**config.mk**
```make
export PLATFORM = sky130hd
export DESIGN_NAME = pipe_hazard_ctrl
export DESIGN_NICKNAME = d
export VERILOG_FILES = /design/src/rtl/zp_pipe_pkg.sv /design/src/rtl/pipe_scoreboard.sv /design/src/rtl/pipe_hazard_ctrl.sv
export SDC_FILE = /design/constraint.sdc
export NUM_CORES = 1
export LEC_CHECK = 0
export CAP_MARGIN = 25
export CORE_MARGIN = 3
export CORE_UTILIZATION = 30
export CTS_CLUSTER_DIAMETER = 80
export DETAILED_ROUTE_END_ITERATION = 8
export DONT_BUFFER_PORTS = 1
export PLACE_DENSITY = 0.42
export SYNTH_ARGS = -nofsm -noshare
export SYNTH_HDL_FRONTEND = slang
export SYNTH_SLANG_ARGS = --single-unit
```
**constraint.sdc**
```tcl
create_clock -name clk_i -period 4.9 [get_ports clk_i]
set_input_delay 0.735 -clock clk_i [delete_from_list [all_inputs] [get_ports clk_i]]
set_output_delay 0.735 -clock clk_i [all_outputs]
set_load 0.005 [all_outputs]
```
**src/rtl/zp_pipe_pkg.sv**
```systemverilog
// Shared types and constants for the pipeline hazard controller.
// sb_entry_t  : one in-flight scoreboard slot {v, rd, we, ld}.
// FWD_*       : EX operand-mux select encodings.
// SB_EX_IDX   : scoreboard index that corresponds to the EX stage.
// sb_match()  : RAW match of one slot against a source register.
package zp_pipe_pkg;

  // Widest register address the scoreboard can hold; narrower ports are zero-extended.
  localparam int unsigned RD_MAX_W = 8;

  typedef logic [RD_MAX_W-1:0] sb_rd_t;

  typedef struct packed {
    logic   v;
    sb_rd_t rd;
    logic   we;
    logic   ld;
  } sb_entry_t;

  localparam logic [1:0] FWD_RF  = 2'd0;
  localparam logic [1:0] FWD_MEM = 2'd1;
  localparam logic [1:0] FWD_WB  = 2'd2;
  localparam logic [1:0] FWD_RET = 2'd3;

  localparam int unsigned SB_EX_IDX = 0;

  localparam sb_entry_t SB_BUBBLE = '0;

  // x0 is hardwired to zero, so a write to it never creates a dependency.
  function automatic logic sb_match(sb_entry_t e, sb_rd_t rs, logic rs_used);
    return e.v & e.we & (e.rd != '0) & (e.rd == rs) & rs_used;
  endfunction

endpackage

```
**src/rtl/pipe_scoreboard.sv**
```systemverilog
// In-flight destination scoreboard: a shift register of sb_entry_t, index 0 = EX,
// index Entries-1 = WB.
// Ports:
//   clk_i, reset_i          clock, synchronous active-high reset
//   shift_i                 advance all entries one stage toward WB
//   insert_i, ins_entry_i   on shift, load ins_entry_i into entry 0 (else a bubble)
//   rs1_i/rs2_i, use1_i/use2_i  source registers of the ID instruction
//   valid_o                 per-entry valid bits
//   ex_load_o               entry 0 holds a load
//   match1_o, match2_o      per-entry RAW match against rs1 / rs2
module pipe_scoreboard
  import zp_pipe_pkg::*;
#(
  parameter int unsigned Entries = 3
) (
  input  logic               clk_i,
  input  logic               reset_i,
  input  logic               shift_i,
  input  logic               insert_i,
  input  sb_entry_t          ins_entry_i,
  input  sb_rd_t             rs1_i,
  input  sb_rd_t             rs2_i,
  input  logic               use1_i,
  input  logic               use2_i,
  output logic [Entries-1:0] valid_o,
  output logic               ex_load_o,
  output logic [Entries-1:0] match1_o,
  output logic [Entries-1:0] match2_o
);

  sb_entry_t [Entries-1:0] sb_q, sb_d;

  always_comb begin
    sb_d = sb_q;
    if (shift_i) begin
      for (int i = int'(Entries) - 1; i > 0; i--) begin
        sb_d[i] = sb_q[i-1];
      end
      sb_d[0] = insert_i ? ins_entry_i : SB_BUBBLE;
    end
  end

  always_ff @(posedge clk_i) begin
    if (reset_i) begin
      sb_q <= '0;
    end else begin
      sb_q <= sb_d;
    end
  end

  for (genvar g = 0; g < int'(Entries); g++) begin : g_match
    assign valid_o[g]  = sb_q[g].v;
    assign match1_o[g] = sb_match(sb_q[g], rs1_i, use1_i);
    assign match2_o[g] = sb_match(sb_q[g], rs2_i, use2_i);
  end

  assign ex_load_o = sb_q[SB_EX_IDX].ld;

endmodule

```
**src/rtl/pipe_hazard_ctrl.sv**
```systemverilog
// Hazard and flow controller for the in-order pipeline. Tracks in-flight
// destinations EX..WB, stalls the ID instruction on RAW hazards, flushes on
// taken branches and counts stall cycles.
// Build option: define HAZARD_FWD_EN to build operand forwarding; hazards are
// then limited to load-use and fwd_a_o/fwd_b_o carry registered EX mux selects.
// Ports:
//   clk_i, reset_i                  clock, synchronous active-high reset
//   id_*_i                          decoded fields of the instruction in ID
//   ex_br_taken_i                   branch/jump resolved taken in EX
//   stall_if_o, stall_id_o          hold PC+IF/ID, hold ID
//   bubble_ex_o, flush_ifid_o       NOP into ID/EX, invalidate IF/ID
//   fwd_a_o, fwd_b_o                registered EX operand source selects
//   inflight_o                      number of valid tracked entries
//   stall_cnt_o                     saturating stall-cycle counter
module pipe_hazard_ctrl
  import zp_pipe_pkg::*;
#(
  parameter int unsigned STAGES = 5,
  parameter int unsigned RA_W   = 5,
  parameter int unsigned CNT_W  = 16
) (
  input  logic                      clk_i,
  input  logic                      reset_i,
  input  logic                      id_valid_i,
  input  logic [RA_W-1:0]           id_rs1_i,
  input  logic [RA_W-1:0]           id_rs2_i,
  input  logic                      id_use1_i,
  input  logic                      id_use2_i,
  input  logic [RA_W-1:0]           id_rd_i,
  input  logic                      id_regwen_i,
  input  logic                      id_load_i,
  input  logic                      ex_br_taken_i,
  output logic                      stall_if_o,
  output logic                      stall_id_o,
  output logic                      bubble_ex_o,
  output logic                      flush_ifid_o,
  output logic [1:0]                fwd_a_o,
  output logic [1:0]                fwd_b_o,
  output logic [$clog2(STAGES)-1:0] inflight_o,
  output logic [CNT_W-1:0]          stall_cnt_o
);

  localparam int unsigned Entries = STAGES - 2;
  localparam int unsigned IcntW   = $clog2(STAGES);

  logic [Entries-1:0] valid, match1, match2;
  logic               ex_load;
  logic               hz_raw, hz, br, insert;
  sb_entry_t          ins_entry;
  logic [CNT_W-1:0]   stall_cnt_q, stall_cnt_d;

  assign ins_entry = '{v: 1'b1, rd: sb_rd_t'(id_rd_i), we: id_regwen_i, ld: id_load_i};

  // A taken branch kills the wrong-path ID instruction, so it never enters EX.
  assign insert = id_valid_i & ~hz_raw & ~ex_br_taken_i;

  pipe_scoreboard #(
    .Entries (Entries)
  ) u_scoreboard (
    .clk_i       (clk_i),
    .reset_i     (reset_i),
    .shift_i     (1'b1),
    .insert_i    (insert),
    .ins_entry_i (ins_entry),
    .rs1_i       (sb_rd_t'(id_rs1_i)),
    .rs2_i       (sb_rd_t'(id_rs2_i)),
    .use1_i      (id_use1_i),
    .use2_i      (id_use2_i),
    .valid_o     (valid),
    .ex_load_o   (ex_load),
    .match1_o    (match1),
    .match2_o    (match2)
  );

`ifdef HAZARD_FWD_EN
  // Only a load in EX cannot be forwarded in time.
  assign hz_raw = id_valid_i & ex_load & (match1[SB_EX_IDX] | match2[SB_EX_IDX]);

  logic [1:0] sel_a, sel_b;
  logic [1:0] fwd_a_q, fwd_a_d, fwd_b_q, fwd_b_d;

  // Where the producer sitting in entry idx will be during the consumer's EX cycle.
  function automatic logic [1:0] idx_code(int idx, logic ld);
    if (idx == 0) begin
      return ld ? FWD_RF : FWD_MEM;
    end else if (idx == 1) begin
      return FWD_WB;
    end else if ((STAGES > 4) && (idx == int'(STAGES) - 3)) begin
      return FWD_RET;
    end
    return FWD_RF;
  endfunction

  // Scan oldest to youngest so the nearest producer overwrites the rest.
  always_comb begin
    sel_a = FWD_RF;
    sel_b = FWD_RF;
    for (int i = int'(Entries) - 1; i >= 0; i--) begin
      if (match1[i]) sel_a = idx_code(i, ex_load);
      if (match2[i]) sel_b = idx_code(i, ex_load);
    end
    fwd_a_d = insert ? sel_a : FWD_RF;
    fwd_b_d = insert ? sel_b : FWD_RF;
  end

  always_ff @(posedge clk_i) begin
    if (reset_i) begin
      fwd_a_q <= FWD_RF;
      fwd_b_q <= FWD_RF;
    end else begin
      fwd_a_q <= fwd_a_d;
      fwd_b_q <= fwd_b_d;
    end
  end

  assign fwd_a_o = fwd_a_q;
  assign fwd_b_o = fwd_b_q;
`else
  // The regfile write lands at the end of WB, so every tracked entry is a hazard.
  assign hz_raw = id_valid_i & ((|match1) | (|match2));

  logic unused_ex_load;
  assign unused_ex_load = ex_load;

  assign fwd_a_o = FWD_RF;
  assign fwd_b_o = FWD_RF;
`endif

  // Combinational controls are forced quiet while reset is held.
  assign hz = hz_raw & ~reset_i;
  assign br = ex_br_taken_i & ~reset_i;

  assign stall_if_o   = hz & ~br;
  assign stall_id_o   = hz & ~br;
  assign bubble_ex_o  = hz | br;
  assign flush_ifid_o = br;

  always_comb begin
    stall_cnt_d = stall_cnt_q;
    if (stall_if_o && (stall_cnt_q != '1)) begin
      stall_cnt_d = stall_cnt_q + CNT_W'(1);
    end
  end

  always_ff @(posedge clk_i) begin
    if (reset_i) begin
      stall_cnt_q <= '0;
    end else begin
      stall_cnt_q <= stall_cnt_d;
    end
  end

  assign stall_cnt_o = stall_cnt_q;

  always_comb begin
    inflight_o = '0;
    for (int i = 0; i < int'(Entries); i++) begin
      inflight_o = inflight_o + IcntW'(valid[i]);
    end
  end

endmodule

```
# Word level (Yosys, flattened, before mapping)
# Cells that the tools add are included.
# op_classes
mux	1
n_bitwise	31
n_reduce_logical	7
n_eq_ne	7
n_addsub	3
# op_table
op	n
$eq 8x5->1	6
$and 1x1->1	24
$reduce_bool 8->1	3
$add 16x1->16 const B	1
$ne 16x16->1 const B	1
$mux 11	1
$reduce_or 3->1	2
$not 1->1	5
$add 2x1->3	1
$add 1x1->2	1
$or 1x1->1	2
$reduce_or 2->1	1
$logic_and 1x1->1	1
# totals
word_cells	60
ff_bits	46
output_inout_bits	27

# Longest topological paths before layout
# Gate-level depths: netlist (run 1).
# depth
word_depth	12
ltp_mapped	7
depth_no_buf	6

# By module
# A second synthesis (run 1) with hierarchy kept.
# unflattened
hier_cells	309
area_unflattened_um2	2723.9
# by_module_without_submodules
mod	instances	cells_each	area_per_inst_um2
pipe_scoreboard	1	197	1754.2
pipe_hazard_ctrl	1	112	969.7

# Worst setup path after synthesis (run 1)
# No wires, ideal clock.
# synth_timing
kind	in2out
from	in id_rs1_i[4]
to	out stall_if_o
arrival_ns	1.944
path_stages	6
slack_ns	2.221
path_buffers	1
required_ns	4.165
path_cell_list	xnor2_1 -> nand3_1 -> nor4_2 -> o31ai_1 -> a21oi_1 -> buf_4
# synth_via
elab_chain_len	8
elab_cells_between_ends	14
# synth_rtl
item	line	source
start: declaration	pipe_hazard_ctrl.sv:25	input logic [RA_W-1:0] id_rs1_i,
$eq 8x5->1	zp_pipe_pkg.sv:31	return e.v & e.we & (e.rd != '0) & (e.rd == rs) & rs_used;
$and 1x1->1 (2 in a row)	zp_pipe_pkg.sv:31	
$reduce_or 3->1 *	pipe_hazard_ctrl.sv:120	assign hz_raw = id_valid_i & ((|match1) | (|match2));
$or 1x1->1 *	pipe_hazard_ctrl.sv:120	
$and 1x1->1 *	pipe_hazard_ctrl.sv:120	
$and 1x1->1 *	pipe_hazard_ctrl.sv:130	assign hz = hz_raw & ~reset_i;
$and 1x1->1 *	--	
end: declaration	pipe_hazard_ctrl.sv:33	output logic stall_if_o,
# Mark *: on every way between the ends. The rest lies on a longest branch, timed or not.

# Worst setup path after layout (run 1)
# layout_timing
from	reg u_scoreboard.sb_q[16] (netlist name)
to	out bubble_ex_o
# layout_via
elab_chain_len	9
elab_cells_between_ends	14
# layout_rtl
item	line	source
start: declaration	pipe_scoreboard.sv:31	sb_entry_t [Entries-1:0] sb_q, sb_d;
start signal: assignment	pipe_scoreboard.sv:45	sb_q <= '0;
start signal: assignment	pipe_scoreboard.sv:47	sb_q <= sb_d;
$reduce_bool 8->1	zp_pipe_pkg.sv:31	
$and 1x1->1 (3 in a row)	zp_pipe_pkg.sv:31	
$reduce_or 3->1	pipe_hazard_ctrl.sv:120	
$or 1x1->1 *	pipe_hazard_ctrl.sv:120	
$and 1x1->1 *	pipe_hazard_ctrl.sv:120	
$and 1x1->1 *	pipe_hazard_ctrl.sv:130	
$or 1x1->1 *	pipe_hazard_ctrl.sv:135	assign bubble_ex_o = hz | br;
end: declaration	pipe_hazard_ctrl.sv:35	output logic bubble_ex_o,
# Marks and branches as above.

==> results of run 1 <==
[Yosys cell counts (all sizes together), types with 3 or more instances]
library cell / instances / share of area, %
o21ai: 3 / 0.69
mux2: 14 / 8.7
and3: 3 / 0.87
buf: 8 / 3.1
nor2: 15 / 2.6
dfxtp: 37 / 34
xor2: 12 / 4.9
nor2b: 28 / 8.1
or4: 3 / 1.0
and2: 8 / 2.3
nand3: 11 / 2.5
clkbuf: 5 / 0.87
nor4: 6 / 3.5
a21oi: 15 / 4.9
nor3: 3 / 0.93
xnor2: 18 / 7.3
nand4: 4 / 1.2
nand2: 7 / 1.2
o211ai: 3 / 1.7
[worst max-delay path, cell delays in order (launching register included)]
cell	delay, ns
dfxtp_1	0.37
or4_1	0.55
o211ai_2	0.22
nor4_2	0.12
o31a_1	0.34
o21ai_1	0.15
a21oi_1	0.09
[power groups by stage]
stage,logic (mW),registers [mW],clock network (mW)
floorplan,0.0333,0.314,0
global placement,0.0284,0.315,0
detailed placement,0.0289,0.315,0
CTS,0.0291,0.308,0.284
global route,0.0325,0.308,0.297
finish,0.0285,0.308,0.275
[state kept, by name, summed over array words and instances, names as in the netlist]
name and cells:
u_scoreboard.sb_q 18, u_scoreboard.valid_o 3, stall_cnt_o 16
[area by class of cell]
class	instances	area (sq um)
multi-input combinational	174	1340
inverter	2	7.51
fill	733	4580
clock inverter	3	46.3
tap	96	120
sequential	37	741
clock buffer	5	68.8
[cells by family (layout without fill, tap and decap cells)]
family                     Yosys count  count (layout)
DFF                                 37              37
AOI/OAI and AO/OA                   33              33
muxes                               14              14
and+or+nand+nor                     90              90
adders and majority gates            2               2
other                                1               5
buffers and inverters               15              10
xor gates and xnor gates            30              30
[layer usage]
layer | GRT usage [%] | wire (um) | vias up
met5 | 0 | 0 | -
met4 | 4.52 | 76 | 0
met3 | 3.67 | 297 | 6
met2 | 16.3 | 2040 | 49
met1 | 16.5 | 2350 | 708
li1 | - | - | 760
[final timing paths]
check,end,slack [ns],cells after the start
worst max-delay path,bubble_ex_o,2.03,6
worst min-delay path,u_scoreboard.sb_q[12],0.48,1
worst max register to register,stall_cnt_o[11],2.29,6
worst min register to register,u_scoreboard.sb_q[12],0.48,1
==> key figures, run 1 <==
Power and ir drop
  • Int Power: 0.472 mW
  • Tot Pwr: 0.611 mW
  • Sw power: 0.139 mW
  • Lkg Pwr: 0.854 nW
  • Clock power frac: between 40% and 50%
  • Combinational share of power: 4.7%
  • Sw Ratio: 22.8%
  • P per Cell Area: roughly 260 mW/mm^2
  • Max VDD drop: 0.101 mV
  • Sequential power share: 50.4%

GRT
  • First-pass GRT wire length: 7.58 mm
  • Vias in the first global route: 1392
  • Initial antenna violation count: 0
  • Total grt overflow: 0
  • Largest net degree at the start of global routing: 48
  • All-Layer GR Usage: a little under an eighth

Synth
  • Ys async rst share: 0%
  • Main combinational cell family by area after synthesis: simple AND/OR/NAND/NOR gates
  • Synth Flop Type: dfxtp_1
  • Yosys Warn Count: 0
  • Syn avg cell area: 9.74 sq um
  • Flops & latches, synth: 37
  • XOR/XNOR Fraction of Synth Area: 12.1%
  • Synth Cell Area: 0.00216 sq mm
  • Synth Area in Compound Gates: about 14%
  • Post-synth EDFFs: 0
  • Simple-gate share of the synthesized area: around a quarter
  • Syn Inst Count: 222
  • Multiplexer share of the synthesized area: 8.68%
  • Synth Area in Adders: 1.50%
  • Seq/Total Area, Yosys: 34.2%
  • Netlist cell types: 35

Clock tree
  • # Post-CTS Setup Buffers: 0
  • Clk buf depth: 2
  • CTS tree: yes
  • Clock-pin slew on the worst setup and hold paths: about 0.08 ns
  • Total CTS buffers: 5
  • Hold-fix buffers, CTS: 0
  • Clock root cell: clkbuf_8
  • CTS sink count: 37
  • PostCTS Resize Cnt: 0
  • Worst-Skew Late Latency: ~0.30 ns
  • H-tree levels: 2

Finish
  • Non-Filler Instances: 317
  • Most common cell after layout, fill and taps aside: dfxtp_1
  • Share of layout cells above drive strength 1: 16.7%
  • Final net count: 245
  • Most frequent cells in the layout: dfxtp_1 (37), nor2b_1 (28), xnor2_1 (18)
  • Design area: roughly 0.0023 sq mm
  • Ant. Diodes: 0
  • Area delta synth->final: 7.58%
  • Finished Core Util: 33.7%

Routing
  • Vias post-DR: 1523
  • Final ANT Viol Nets: 0
  • # DRC: 0
  • Routed len/inst: 15.0 um
  • Drt total wl: 4.77 mm
  • Initial DRC count: 40
  • Vias per std cell: around 4.8
  • First drt pass iteration count: 4

Worst setup path
  • Crit start category: flop
  • Critical path type: reg2out
  • R2r startpoint: u_scoreboard.sb_q[16]
  • Crit end category: primary output
  • Worst Path Required: roughly 4.2 ns
  • CP Data Arrival Time: 2.13 ns
  • Crit path from: u_scoreboard.sb_q[16]
  • CP Max Fanout: 4

Hold path
  • Hold Startpoint: u_scoreboard.sb_q[1]
  • Worst min path class: reg2reg

STA
  • Worst Hold Slack: 0.479 ns
  • Final Cycle Share: 58.5%
  • Crit path time final: 2.87 ns
  • Slew @ Worst Pin: just over 0.8 ns
  • Final setup violation count: 0
  • Rel. slew slack: around 46%
  • Setup TNS: 0 ns
  • Fmax achieved: 349 MHz
  • Setup Skew: 0.0108 ns
  • RSZ-0062 raised after global routing: no
  • Final worst slack: 2.03 ns
  • Final Hold Fails: 0
  • Max-slew violations: 0

Job
  • Max-Cap Viols: 0

Placed design
  • Port Buffers: 0
  • Placed cell area: about 0.0022 sq mm
  • DP Worst Slack: 2.04 ns
  • RePlAce Congestion: 0.713
  • DP Wirelength: 3.63 mm
  • Placed cell count: 309

Die
  • Die Y: 90.9 um
  • Starting Density: 31.3%
  • Die area: 0.00827 sq mm
  • Number of cell rows: 30
  • Die X: 90.9 um
  • Ports: 50
  • Core box area: 0.00691 sq mm

Outcome
  • Outcome: complete, no violations
(Power assumes the default switching activity.)
==> run 2, diff against run 1 <==
- clock period: 4.9 -> 2.85 ns (I/O delays scaled with it)
==> run 2 against run 1 <==
  * Clock skew decreased by 0.0019 ns
  * Clock power up 71%
  * Cell area grew 0.97%
  * Non-clock buffer count grew 3
  * Global-route usage grew 0.39 points
  * Sequential share of layout area is 0.31 points lower
  * Combinational power increased by 72%
  * Critical path depth unchanged
  * Critical path type unchanged
  * Largest cell class unchanged
  * Highest routed layer unchanged
==> key figures, run 2 (synthesis gave the netlist of run 1 again) <==
Routing
  • First drt pass iteration count: 4 (unchanged)
  • Routed len/inst: 15.0 um (-0.33%)
  • Vias post-DR: 1507 (-1.1%)
  • Drt total wl: 4.80 mm (+0.61%)
  • Final ANT Viol Nets: 0 (unchanged)
  • Initial DRC count: 46 (+15%)
  • # DRC: 0 (unchanged)
  • Vias per std cell: 4.71 (-2.0%)

Clock tree
  • Clock root cell: clkbuf_8
  • Clock-pin slew on the worst setup and hold paths: 0.08 ns (about the same)
  • Total CTS buffers: 5 (unchanged)
  • Hold-fix buffers, CTS: 0 (unchanged)
  • H-tree levels: 2 (unchanged)
  • PostCTS Resize Cnt: 0 (unchanged)
  • CTS tree: yes
  • # Post-CTS Setup Buffers: 0 (unchanged)
  • CTS sink count: 37 (unchanged)
  • Clk buf depth: 2 (unchanged)
  • Worst-Skew Late Latency: 0.29 ns (about the same)

Die
  • Starting Density: 31.3% (unchanged)
  • Ports: 50 (unchanged)
  • Number of cell rows: 30 (unchanged)
  • Die Y: 90.9 um (unchanged)
  • Core box area: 0.00691 sq mm (unchanged)
  • Die X: 90.9 um (unchanged)
  • Die area: 0.00827 sq mm (unchanged)

Placed design
  • Placed cell area: 0.00223 sq mm (+1.0%)
  • DP Wirelength: 3.70 mm (+1.9%)
  • Placed cell count: 312 (+0.97%)
  • Port Buffers: 0 (unchanged)
  • DP Worst Slack: 0.422 ns (-1.62 ns)
  • RePlAce Congestion: 0.747 (+4.8%)

Finish
  • Share of layout cells above drive strength 1: 17.9% (+1.1 points)
  • Non-Filler Instances: 320 (+0.95%)
  • Most frequent cells in the layout: dfxtp_1 (37), nor2b_1 (28), xnor2_1 (18)
  • Register name with the most flops: u_scoreboard.sb_q
  • Area delta synth->final: 8.62%
  • Max reg flops: 18 (unchanged)
  • Final net count: 248 (+1.2%)
  • Ant. Diodes: 0 (unchanged)
  • Most common cell after layout, fill and taps aside: dfxtp_1
  • Design area: 0.00235 sq mm (+0.97%)

Power and ir drop
  • Tot Pwr: 1.05 mW (+72%)
  • Lkg Pwr: 0.866 nW (+1.5%)
  • Max VDD drop: 0.174 mV (+72%)
  • P per Cell Area: 446 mW/mm^2 (+70%)

Worst setup path
  • CP max stage cell: or4_1
  • CP Data Arrival Time: 2.12 ns (about the same)
  • Buf/Inv on CP: 0 (unchanged)
  • R2r startpoint: u_scoreboard.sb_q[16]
  • Crit start category: flop
  • Crit end category: primary output
  • CP Max Fanout: 4 (unchanged)
  • Crit path from: u_scoreboard.sb_q[13]
  • Worst Path Required: 2.42 ns (-1.74 ns)
  • Critical path type: reg2out
  • CP max stage delay: 0.56 ns (about the same)
  • CP Cell Sequence: or4_1 > o211ai_2 > nor4_2 > o31a_1 > o21ai_1 > a21oi_1
  • Crit-path leading delay family: compound AO/OA/AOI/OAI gates

Job
  • Max-Cap Viols: 0 (unchanged)

STA
  • Setup Skew: 0.00888 ns (-0.00194 ns)
  • Rel. slew slack: 58.9% (+13 points)
  • Final Hold Fails: 0 (unchanged)
  • Crit path time final: between 2 and 3 ns
  • Slew @ Worst Pin: 0.611 ns (-0.203 ns)
  • Fmax achieved: 392 MHz
  • Final Cycle Share: 89.6%
  • RSZ-0062 raised after global routing: no
  • Final setup violation count: 0 (unchanged)
  • Max-slew violations: 0 (unchanged)
  • Final worst slack: 0.298 ns (-1.74 ns)
  • Setup TNS: 0 ns (unchanged)

GRT
  • First-pass GRT wire length: 7.94 mm (+4.6%)
  • Initial antenna violation count: 0 (unchanged)
  • All-Layer GR Usage: 12.1% (+0.39 points)
  • Largest net degree at the start of global routing: 48 (unchanged)
  • Total grt overflow: 0 (unchanged)
  • Vias in the first global route: 1466 (+5.3%)

Outcome
  • Outcome: complete, no violations

Hold path
  • Worst min path class: in2reg
  • Hold Startpoint: reset_i
run 2: changes by cell type in the layout (fill, tap and decap cells not counted), sizes merged:
cell  change
buf       +3
run 2: layer usage:
layer	global-route usage (%)	up-vias	share of wire, %
li1	-	768	-
met1	17.0	691	50
met2	17.2	43	43
met3	4.00	5	6.4
met4	3.77	0	0.94
met5	0	-	0
run 2: worst register-to-register path: stages (launching register included):
cell       delay [ns]
dfxtp_1          0.43
or4_1            0.18
o211ai_2         0.10
nor4_2           0.57
o31ai_1          0.18
a2111oi_1        0.45
mux2_1           0.35
run 2: per-stage QoR:
step,util [%],hold slack [ns]
finish,34.0,0.197
global route,34.0,0.172
CTS,34.0,0.181
detailed placement,32.4,0.475
global placement,32.4,0.472
floorplan,-,0.458
run 2: layout make-up:
| class | instances | area, sq um |
|---|---|---|
| inverters | 2 | 7.51 |
| repair buffers | 3 | 22.5 |
| clock inverters | 3 | 46.3 |
| fillers | 740 | 4560 |
| flip-flops and latches | 37 | 741 |
| well taps | 96 | 120 |
| multi-input cells | 174 | 1340 |
| clock buffers | 5 | 68.8 |
run 2: power by group:
group	internal (mW)	leakage, nW	switching (mW)	total (mW)
sequential	0.522	0.299	0.00689	0.529
combinational	0.0270	0.513	0.0221	0.0491
clock	0.262	0.0543	0.208	0.470
run 2: worst paths after layout:
check                                  to  slack, ns  cells past startpoint
hold / removal    u_scoreboard.valid_o[1]       0.20                      1
setup reg to reg          stall_cnt_o[12]       0.47                      6
setup / recovery              bubble_ex_o       0.30                      6
hold reg to reg     u_scoreboard.sb_q[12]       0.48                      1
==> run 3, diff against run 2 <==
- PLACE_DENSITY: 0.42 -> 0.47
==> run 3 against run 2 <==
  * Die area did not move
  * Flip-flop and latch count unchanged
  * First-iteration DRC count is 20% lower
  * Total power fell by 8.3%
  * Largest power group unchanged
  * Clock skew rose by 0.0015 ns
  * Critical path type unchanged
  * Utilization shrank 0.47 points
  * Via count is 1.4% lower
  * Worst hold slack improved by 0.013 ns
==> key figures, run 3 (synthesis gave the netlist of run 1 again) <==
Finish
  • Most common cell after layout, fill and taps aside: dfxtp_1
  • Most frequent cells in the layout: dfxtp_1 (37), nor2b_1 (28), xnor2_1 (18)
  • Fillers: 741 (+0.14%)
  • Share of layout cells above drive strength 1: 17.1% (-0.74 points)
  • Finished Core Util: 33.6% (-0.47 points)
  • Final net count: 247 (-0.40%)
  • Reg area: 741 sq um (unchanged)
  • Max reg flops: 18 (unchanged)
  • Area of the multi-input gates: 0.00134 sq mm (unchanged)
  • Register name with the most flops: u_scoreboard.sb_q
  • Ant. Diodes: 0 (unchanged)
  • Design area: 0.00232 sq mm (-1.4%)
  • Area delta synth->final: 7.11%

Routing
  • First drt pass iteration count: 4 (unchanged)
  • Vias per std cell: 4.67 (-0.77%)
  • Drt total wl: 4.55 mm (-5.2%)
  • Vias post-DR: 1486 (-1.4%)
  • Routed len/inst: 14.3 um (-4.6%)
  • Initial DRC count: 37 (-20%)
  • # DRC: 0 (unchanged)
  • Final ANT Viol Nets: 0 (unchanged)

Clock tree
  • Worst-Skew Late Latency: 0.29 ns (about the same)
  • CTS tree: yes
  • CTS sink count: 37 (unchanged)
  • Total CTS buffers: 5 (unchanged)
  • Clock root cell: clkbuf_8
  • Clk buf depth: 2 (unchanged)
  • Hold-fix buffers, CTS: 0 (unchanged)
  • H-tree levels: 2 (unchanged)
  • Clock-pin slew on the worst setup and hold paths: 0.08 ns (about the same)
  • PostCTS Resize Cnt: 0 (unchanged)
  • # Post-CTS Setup Buffers: 0 (unchanged)

Power and ir drop
  • Clock power frac: 39.8% (-5.1 points)
  • P per Cell Area: 415 mW/mm^2 (-7.0%)
  • Sw power: 0.221 mW (-6.8%)
  • Lkg Pwr: 0.851 nW (-1.8%)
  • Sequential power share: 54.9% (+4.4 points)
  • Max VDD drop: 0.261 mV (+50%)
  • Combinational share of power: 5.2% (+0.5 points)
  • Int Power: 0.741 mW (-8.7%)
  • Sw Ratio: 23.0% (+0.36 points)

Worst setup path
  • Crit start category: flop
  • CP Max Fanout: 4 (unchanged)
  • CP Cell Sequence: or4_1 > o211ai_2 > nor4_2 > o31a_1 > o21ai_1 > a21oi_1
  • Crit end category: primary output
  • Crit-path leading delay family: compound AO/OA/AOI/OAI gates
  • Worst Path Required: 2.42 ns (about the same)
  • R2R setup slack: 0.38 ns (-0.09 ns)
  • Reg2reg end: stall_cnt_o[12]
  • CP max stage cell: or4_1
  • Critical path type: reg2out
  • Buf/Inv on CP: 0 (unchanged)
  • R2r worst-path depth: 6 (unchanged)
  • CP Data Arrival Time: 2.16 ns (+0.04 ns)
  • R2r startpoint: u_scoreboard.sb_q[2]
  • CP max stage delay: 0.57 ns (about the same)

Hold path
  • Hold Path Cell Cnt: 1 (unchanged)
  • Hold EP: u_scoreboard.sb_q[24]
  • Worst min path class: in2reg
  • Hold Startpoint: reset_i

Die
  • Starting Density: 31.3% (unchanged)
  • Ports: 50 (unchanged)
  • Number of cell rows: 30 (unchanged)
  • Die area: 0.00827 sq mm (unchanged)
  • Core box area: 0.00691 sq mm (unchanged)
  • Die Y: 90.9 um (unchanged)
  • Die X: 90.9 um (unchanged)

STA
  • Crit path time final: 2.59 ns (+0.0399 ns)
  • Final setup violation count: 0 (unchanged)
  • Final Cycle Share: 91.0% (+1.4 points)
  • Setup Skew: 0.0104 ns (+0.00153 ns)
  • Final Hold Fails: 0 (unchanged)
  • Fmax achieved: 386 MHz (-1.5%)
  • RSZ-0062 raised after global routing: no
  • Rel. slew slack: 56.1% (-2.8 points)
  • Slew @ Worst Pin: 0.653 ns (+0.0423 ns)
  • Setup TNS: 0 ns (unchanged)
  • Max-slew violations: 0 (unchanged)

GRT
  • Initial antenna violation count: 0 (unchanged)
  • All-Layer GR Usage: 11.7% (-0.35 points)
  • Vias in the first global route: 1512 (+3.1%)
  • Largest net degree at the start of global routing: 48 (unchanged)
  • Total grt overflow: 0 (unchanged)
  • First-pass GRT wire length: 7.73 mm (-2.5%)

Placed design
  • RePlAce Congestion: 0.823 (+10%)
  • Placed cell area: 0.00223 sq mm (-0.34%)
  • DP Wirelength: 3.50 mm (-5.3%)
  • Port Buffers: 0 (unchanged)

Outcome
  • Outcome: complete, no violations

Job
  • Max-Cap Viols: 0 (unchanged)
-- run 3: cell types whose count changed in the layout (fill, tap and decap cells not counted) --
cell / before / now
buf_4: 3 / 2
bufinv_16: 1 / 0
clkbuf_8: 5 / 6
clkinv_4: 1 / 0
-- run 3: worst max path at each step --
| stage | end | slack, ns | start | depth (start not counted) |
|---|---|---|---|---|
| floorplan | stall_cnt_o[10] | 0.70 | u_scoreboard.sb_q[24] | 7 |
| global placement | stall_cnt_o[12] | 0.42 | u_scoreboard.sb_q[2] | 6 |
| detailed placement | stall_cnt_o[12] | 0.38 | u_scoreboard.sb_q[2] | 6 |
| CTS | bubble_ex_o | 0.23 | u_scoreboard.sb_q[13] | 6 |
| global route | stall_id_o | 0.03 | u_scoreboard.sb_q[2] | 5 |
| finish | bubble_ex_o | 0.26 | u_scoreboard.sb_q[13] | 6 |
-- run 3: final cells by class --
cell class	count	area share [%]
clock buffer	6	3.56
clock inverter	1	0.324
inverter	2	0.324
multi-input combinational	174	58.0
sequential	37	32.0
tap	96	5.18
timing repair buffer	2	0.648
-- run 3: metal layers --
metal	routed length (um)	vias to the layer above	track usage [%]
li1	-	761	-
met1	2150	684	15.7
met2	2080	37	17.8
met3	271	4	3.92
met4	51	0	3.52
met5	0	-	0
-- run 3: metrics by stage --
step,std cells,setup slack (ns),hold WS (ns),power (mW)
2_1_floorplan,226,0.696,0.458,0.597
3_3_place_gp,311,0.420,0.467,0.591
3_5_place_dp,311,0.379,0.466,0.592
4_1_cts,318,0.232,0.195,0.979
6_report,318,0.258,0.210,0.962
5_1_grt,318,0.0329,0.193,1.00
-- run 3: power by group through the flow --
stage,Combinational (mW),Clock (mW),Sequential [mW]
floorplan,0.0573,0,0.539
detailed placement,0.0510,0,0.541
global route,0.0574,0.418,0.530
global placement,0.0502,0,0.541
finish,0.0503,0.383,0.529
CTS,0.0513,0.399,0.529
==> edit, RTL diff (flow settings as in run 2) <==
Change the parameter `STAGES` from 5 to 10.
--- a/src/rtl/pipe_hazard_ctrl.sv
+++ b/src/rtl/pipe_hazard_ctrl.sv
@@ -17,3 +17,3 @@
 #(
-  parameter int unsigned STAGES = 5,
+  parameter int unsigned STAGES = 10,
   parameter int unsigned RA_W   = 5,
Interface: changed (resized inflight_o); port bits go from 50 to 51. No check against the original RTL was run, so the function may have changed too.
==> edit against run 2 <==
  * The run now ends with setup timing left
  * Count of clock-buffer cells in the layout rose by 9
  * Sequential power grew 93%
  * Wire length rose by 100%
  * Power up 110%
  * Worst setup slack worse by 810 ps
  * Sequential share of layout area up 0.59 points
  * Fmax fell by 24%
  * Sequential cell count is 35 higher
  * Synthesized cell count is 80% higher
  * Hold slack worse by 37 ps
  * Final area up 92%
  * Area after synthesis grew 71%
  * Critical path type unchanged
  * Critical endpoint is now inflight_o[1]
  * Largest cell class unchanged
==> edit: results (changes against run 2) <==
stage,metric,value,unit,change
run_status,outcome,finished with violations,,was finished clean
run_status,failing checks,setup timing,,
global_routing,largest net degree at the start of global routing,71,,was 48
power,Peak VDD IR,0.3189,mV,was 0.1740 mV
clocking,CTS Root Cell,clkbuf_16,,was clkbuf_8
power,P_sw,451.0,µW,was 237.1 µW
synth,xor and xnor area share after synthesis,19.19,%,was 12.15%
global_routing,met3 usage,5.141,%,was 4.000%
drt,total length of routed met2 wires,4.481,mm,was 2.049 mm
global_routing,M2 GR Usage,23.36,%,was 17.17%
final_layout,Layout Cells excl Fill,571,,was 320
clocking,CTS buffer count,9,,was 5
clocking,clock latency on the worst-skew pair,340,ps,was 290 ps
place,Post-DP Area,3929,µm²,was 2235 µm²
drt,met3 WL,445,µm,was 308 µm
final_layout,nets,454,,was 248
synth,synth top area cells,"dfxtp_1, xor2_1, xnor2_1",,"was dfxtp_1, nor2b_1, xnor2_1"
global_routing,first-pass GRT wire length,14.97,mm,was 7.935 mm
sta,max_slew headroom,43.61,%,was 58.95%
synth,Synth Area in Compound Gates,6.770,%,was 13.88%
clocking,Post-CTS Setup Inserts,1,,was 0
sta,skew final,8.362,ps,was 8.883 ps
clocking,H-tree depth,3,,was 2
global_routing,grt met1 use,18.36,%,was 17.02%
final_layout,area grow syn2layout,22.27,%,was 8.618%
setup_path,Worst Path Arrival,2930,ps,was 2120 ps
global_routing,gr usage total,14.69,%,was 12.05%
sta,final worst slack,-507.7,ps,was 297.7 ps
drt,Via density,4.935,,was 4.709
global_routing,number of global-route vias before repair,2760,,was 1466
clocking,Resized cells post-CTS,12,,was 0
synth,syn avg cell area,9.263,µm²,was 9.745 µm²
setup_path,CP max-delay cell,fa_1,,was or4_1
power,Clock group,1070,µW,was 470 µW
power,sequential power share,46.8,%,was 50.5%
final_layout,Fill cells,1198,,was 740
place,dpl hpwl,6.805,mm,was 3.697 mm
drt,routed length on met1,4.490,mm,was 2.393 mm
synth,"Seq/Total Area, Yosys",39.00,%,was 34.24%
sta,final number of setup-violating endpoints,11,,was 0
drt,Post-Route WL,9.593,mm,was 4.797 mm
setup_path,crit-path leading delay family,adder cells,,was compound AO/OA/AOI/OAI gates
final_layout,ratio of cells with drive above 1 in the final layout,21.50,%,was 17.86%
clocking,clock slew at reported path FFs,60,ps,was 80 ps
place,gpl congestion,0.8264,,was 0.7465
setup_path,"slowest stage delay, CP",530,ps,was 560 ps
## edit: changes by cell type in the layout (fill, tap and decap cells not counted), moves of 14 or more
cell     before  now
xor2_1       12   42
xnor2_1      18   39
nor2b_1      28   50
buf_6         0   14
dfxtp_1      37   66
buf_4         3   24
## edit: final timing paths
path                                                          from                                to  slack (ps)  depth (start not counted)
worst min-delay path                                       reset_i       stall_cnt_o[7]$_SDFFE_PP0P_         160                          1
worst max register to register    u_scoreboard.sb_q[16]$_SDFF_PP0_       stall_cnt_o[9]$_SDFFE_PP0P_        -100                         13
worst max-delay path            u_scoreboard.valid_o[0]$_SDFF_PP0_                     inflight_o[1]        -510                          7
worst min register to register    u_scoreboard.sb_q[45]$_SDFF_PP0_  u_scoreboard.sb_q[56]$_SDFF_PP0_         460                          1
## edit: layout make-up
cell class,instances,share of cell area (%)
multi-input combinational,291,49.20
clock inverter,2,0.2769
sequential,72,32.12
inverter,11,0.9136
timing repair buffer,38,7.475
clock buffer,14,6.063
tap,143,3.959
